$ cat src/rtl/dec_pkg.sv
// Shared definitions for the registered N-way decoder family.
// Holds the one-hot helper and the parameter legality check used at elaboration.
package dec_pkg;

  localparam int MAX_SEL_W = 6;
  localparam int MAX_OUT   = 1 << MAX_SEL_W;

  function automatic logic paramsOk(input int selW, input int numOut);
    return (selW >= 1) && (selW <= MAX_SEL_W) &&
           (numOut >= 2) && (numOut <= (1 << selW));
  endfunction

  // Lines at or beyond numOut never assert, so out-of-range selects decode to zero.
  function automatic logic [MAX_OUT-1:0] onehot(input logic [MAX_SEL_W-1:0] sel,
                                                input int numOut);
    logic [MAX_OUT-1:0] r;
    r = '0;
    for (int i = 0; i < MAX_OUT; i++) begin
      r[i] = (i < numOut) && (sel == MAX_SEL_W'(i));
    end
    return r;
  endfunction

endpackage

$ cat src/rtl/dec_onehot.sv
// Combinational sel/en to one-hot decode with a range-error flag.
// Drop-in replacement for the legacy fixed 1x2/2x4/3x8 decoders.
module dec_onehot
  import dec_pkg::*;
#(
  parameter int SEL_W   = 3,
  parameter int NUM_OUT = 8
) (
  input  logic [SEL_W-1:0]   sel_i,
  input  logic               en_i,
  output logic [NUM_OUT-1:0] dec_o,
  output logic               range_err_o
);

  if (!paramsOk(SEL_W, NUM_OUT)) begin : gBadParams
    $error("dec_onehot: illegal SEL_W/NUM_OUT combination");
  end

  localparam logic [31:0] NumOutU = 32'(NUM_OUT);

  logic [31:0] selWide;

  assign selWide     = 32'(sel_i);
  assign range_err_o = en_i && (selWide >= NumOutU);
  assign dec_o       = en_i ? NUM_OUT'(onehot(MAX_SEL_W'(sel_i), NUM_OUT)) : '0;

endmodule

$ cat src/rtl/dec_nx_reg.sv
// Registered N-way decoder with valid/ready input, one output stage with backpressure,
// level/pulse output mode, optional active-low pins and a saturating range-error counter.
module dec_nx_reg
  import dec_pkg::*;
#(
  parameter int SEL_W       = 3,
  parameter int NUM_OUT     = 8,
  parameter int PULSE       = 0,
  parameter int OUT_ACT_LOW = 0,
  parameter int ERRC_W      = 8
) (
  input  logic               clk,
  input  logic               rst_n,
  input  logic               in_valid,
  output logic               in_ready,
  input  logic [SEL_W-1:0]   sel,
  input  logic               en,
  output logic [NUM_OUT-1:0] y,
  output logic               out_valid,
  input  logic               out_ready,
  output logic               err,
  output logic [ERRC_W-1:0]  err_cnt
);

  if (!paramsOk(SEL_W, NUM_OUT) || (ERRC_W < 1)) begin : gBadParams
    $error("dec_nx_reg: illegal parameter combination");
  end

  logic               validQ, validD;
  logic [NUM_OUT-1:0] decQ, decD, decComb, yMasked;
  logic               errQ, errD, rangeErr;
  logic [ERRC_W-1:0]  errCntQ, errCntD;
  logic               accept;

  dec_onehot #(
    .SEL_W  (SEL_W),
    .NUM_OUT(NUM_OUT)
  ) uDecode (
    .sel_i      (sel),
    .en_i       (en),
    .dec_o      (decComb),
    .range_err_o(rangeErr)
  );

  // The only combinational input-to-output path is out_ready -> in_ready.
  assign in_ready = !validQ || out_ready;
  assign accept   = in_valid && in_ready;

  always_comb begin
    validD  = validQ;
    decD    = decQ;
    errD    = errQ;
    errCntD = errCntQ;
    if (accept) begin
      validD = 1'b1;
      decD   = decComb;
      errD   = rangeErr;
      if (rangeErr && (errCntQ != '1)) begin
        errCntD = errCntQ + ERRC_W'(1);
      end
    end else if (out_ready) begin
      validD = 1'b0;
    end
  end

  always_ff @(posedge clk or negedge rst_n) begin
    if (!rst_n) begin
      validQ  <= 1'b0;
      decQ    <= '0;
      errQ    <= 1'b0;
      errCntQ <= '0;
    end else begin
      validQ  <= validD;
      decQ    <= decD;
      errQ    <= errD;
      errCntQ <= errCntD;
    end
  end

  // Pulse mode masks by out_valid; polarity inversion is applied last.
  always_comb begin
    yMasked = decQ;
    if ((PULSE != 0) && !validQ) begin
      yMasked = '0;
    end
    y = (OUT_ACT_LOW != 0) ? ~yMasked : yMasked;
  end

  assign out_valid = validQ;
  assign err       = errQ && validQ;
  assign err_cnt   = errCntQ;

  onehotInvariant: assert property (@(posedge clk) disable iff (!rst_n) $onehot0(yMasked));

endmodule

$ cat config.mk
export PLATFORM = sky130hd
export DESIGN_NAME = dec_nx_reg
export DESIGN_NICKNAME = d
export VERILOG_FILES = /design/src/rtl/dec_pkg.sv /design/src/rtl/dec_onehot.sv /design/src/rtl/dec_nx_reg.sv
export SDC_FILE = /design/constraint.sdc
export NUM_CORES = 1
export LEC_CHECK = 0
export BUFFER_PORTS_ARGS = -buffer_cell sky130_fd_sc_hd__clkbuf_2
export CORE_ASPECT_RATIO = 0.75
export CORE_MARGIN = 2
export CORE_UTILIZATION = 30
export DETAILED_ROUTE_END_ITERATION = 16
export PLACE_DENSITY = 0.49
export SLEW_MARGIN = 20
export SYNTH_ARGS = -nofsm -noshare
export SYNTH_HDL_FRONTEND = slang
export SYNTH_HIERARCHICAL = 1
export SYNTH_SLANG_ARGS = --single-unit
$ cat constraint.sdc
create_clock -name clk -period 1.4 [get_ports clk]
set_clock_uncertainty 0.1 [all_clocks]
set_input_delay 0.14 -clock clk [delete_from_list [all_inputs] [get_ports clk]]
set_output_delay 0.14 -clock clk [all_outputs]
set_load 0.02 [all_outputs]
==> metrics <==
Die X=approximately 68 um; FF+latch count, synth=18; cell count after synthesis=75; minimum clock period=between 1 and 1.5 ns; R2R setup slack=about 0.16 ns; CP Class=register to primary output; # diodes=0; kind of end point of the critical path=primary output; Reg power frac=0.479; num rows=17; Final setup viols=0; dpl hpwl=between 1000 and 1500 um; die area=about 3500 um^2; drt pass-1 iters=2; Max-cap violations=0; Core Util, Final=0.391; Synth Warn #=6; CTS tree=built; Final Power=0.00148 W; Nets=between 100 and 150; period utilization=0.960; met1 Usage GRT=0.164; grt total ovfl=0; Multi-input gate area=452 um^2; Fillers=298; Routed WL=between 1500 and 2000 um; largest net degree at the start of global routing=19; Clock Sinks=18; PD cells=around 1300 nW/um^2; Tot GR Track Use=0.117; H-tree levels=1; initial DRC count=13; peak supply drop=~0.72 mV; logic gate share of total power=0.282; gpl congestion=between 0.7 and 0.8; reg2reg path depth=3; achievable frequency=~0.74 GHz; final hold vios=0; clk buf depth=2; Final WS setup=0.0565 ns; first-pass GRT wire length=between 3000 and 4000 um; Hold Path Sink=out_valid; critical path arrival=roughly 1.1 ns; WP data required=between 1 and 1.5 ns; DR vias=655; Reg-to-Reg End=y[1]; Post-route DRC=0; vias in the first global route=~650; Clock Pin Slew Worst Setup and Hold Paths=about 0.06 ns; layout cells sized above 1=0.495; HP Start=in_valid; met3 usage=0.0390; Clock power frac=0.240; Worst Path Max Fanout=6; drt wl/cell=approximately 13 um; Mapped Area=918 um^2; io pins=27; PortBufs=26; met2 Use GR=0.170; Area Growth Syn to Fin=24.9%; Initial Utilization=0.313; Post-Syn Area per Cell=12.2 um^2; Core Region=slightly below 3000 um^2; Slew Limit Fails=0; unrepaired setup endpoints after global routing=no; Net Sw Frac=0.343; startpoint types=register; final setup TNS=0 ns; Die H=approximately 52 um; DP Worst Slack=0.173 ns; setup bufs post-CTS=0; reg-to-reg critical path startpoint=out_valid; Final ANT Viol Nets=0; Synthesized Nets=84; initial antenna violation count=0; Internal=0.000972 W; FF+latch area=452 um^2; busiest grt layer=met2; P_leak=~0.57 nW; vias per cell=between 4 and 5; hold crit path type=primary input to register; NetSw=0.000508 W; CTS Buf Count=3; synth unique cells=28; Clock Tree Root=clkbuf_8; most common cell after layout, fill and taps aside=clkbuf_2; outcome=finished clean; most frequent cells in the layout=clkbuf_2, dfrtp_1, mux2_2; post-synthesis sequential area ratio=0.490; clock latency at the later pin of the worst-skew pair=around 0.25 ns; worst hold path stage count=2
-- state kept, by name (all words and copies together) (netlist names) --
name       count
out_valid      1
y              8
err_cnt        8
errQ           1
-- stage by stage --
step	instance area (um^2)	cells	hold slack, ns
floorplan	920	75	-0.256
global placement	1090	138	0.0145
detailed placement	1090	138	0.00844
CTS	1150	143	0.108
global route	1150	143	0.121
finish	1150	143	0.117
-- area by class of cell --
cell class              instances  share of cell area
clock buffers                   4              0.0393
inverters                       1             0.00327
multi-input cells              54               0.394
well taps                      38              0.0414
flip-flops and latches         18               0.394
repair buffers                 28               0.129
-- Yosys cell counts, drive strengths merged --
library cell   n  share of area
and2           2          0.014
and3           2          0.014
and4           1          0.011
and4b          3          0.035
and4bb         3          0.041
buf            2          0.014
conb           1         0.0041
dfrtp         18           0.49
ha             1          0.014
inv            1         0.0041
mux2          12           0.15
nand2          8          0.035
nand2b         2          0.014
nand3          2          0.011
nand4          3          0.041
nor2           3          0.012
nor3           2          0.022
nor4b          1          0.016
o2111ai        1         0.0095
o21ai          3          0.016
or2            1         0.0068
xnor2          2          0.019
xor2           1         0.0095
-- repair_timing --
action / CTS / global route
gates resized for setup: 0 / 0
hold endpoints to repair: 18 / 0
hold buffers: 1 / 0
endpoints found under the setup margin: 0 / 0
-- critical path: stages, from the launching register on --
cell and delay (ns):
dfrtp_2 0.40, nand2b_1 0.11, buf_4 0.17, clkbuf_2 0.17
-- per-layer routing --
layer | vias to the layer above | share of wire
li1 | 331 | -
met5 | - | 0
met1 | 309 | 0.51
met2 | 13 | 0.43
met4 | 0 | 0.013
met3 | 2 | 0.047
-- kinds of logic (layout without fill, tap and decap cells) --
family | after synthesis | after routing | share of synthesized area
compound gates | 4 | 4 | 0.0259
xor+xnor | 3 | 3 | 0.0286
fa+ha+maj | 1 | 1 | 0.0136
buf+inv | 3 | 33 | 0.0177
flops | 18 | 18 | 0.490
mux | 12 | 12 | 0.147
other cells | 1 | 1 | 0.00408
simple gates | 33 | 33 | 0.272
-- power by group through the flow --
stage          clock network (W)  registers, W  logic, W
3_5_place_dp                   0      0.000718  0.000414
6_report                0.000355      0.000708  0.000417
4_1_cts                 0.000381      0.000708  0.000422
3_3_place_gp                   0      0.000713  0.000407
5_1_grt                 0.000401      0.000724  0.000454
2_1_floorplan                  0      0.000799  0.000165
-- worst max-delay path by stage --
| stage | slack [ns] | to | startpoint | depth (start not counted) |
|---|---|---|---|---|
| after CTS | 0.05 | in_ready | out_valid | 3 |
| after global placement | 0.20 | y[7] | out_valid | 3 |
| after floorplan | 0.001 | errQ | out_valid | 4 |
| after detailed placement | 0.17 | y[1] | out_valid | 3 |
| final | 0.06 | in_ready | out_valid | 3 |
| after global routing | 0.009 | in_ready | out_valid | 3 |
No activity file was read; power rests on OpenSTA's default activity.
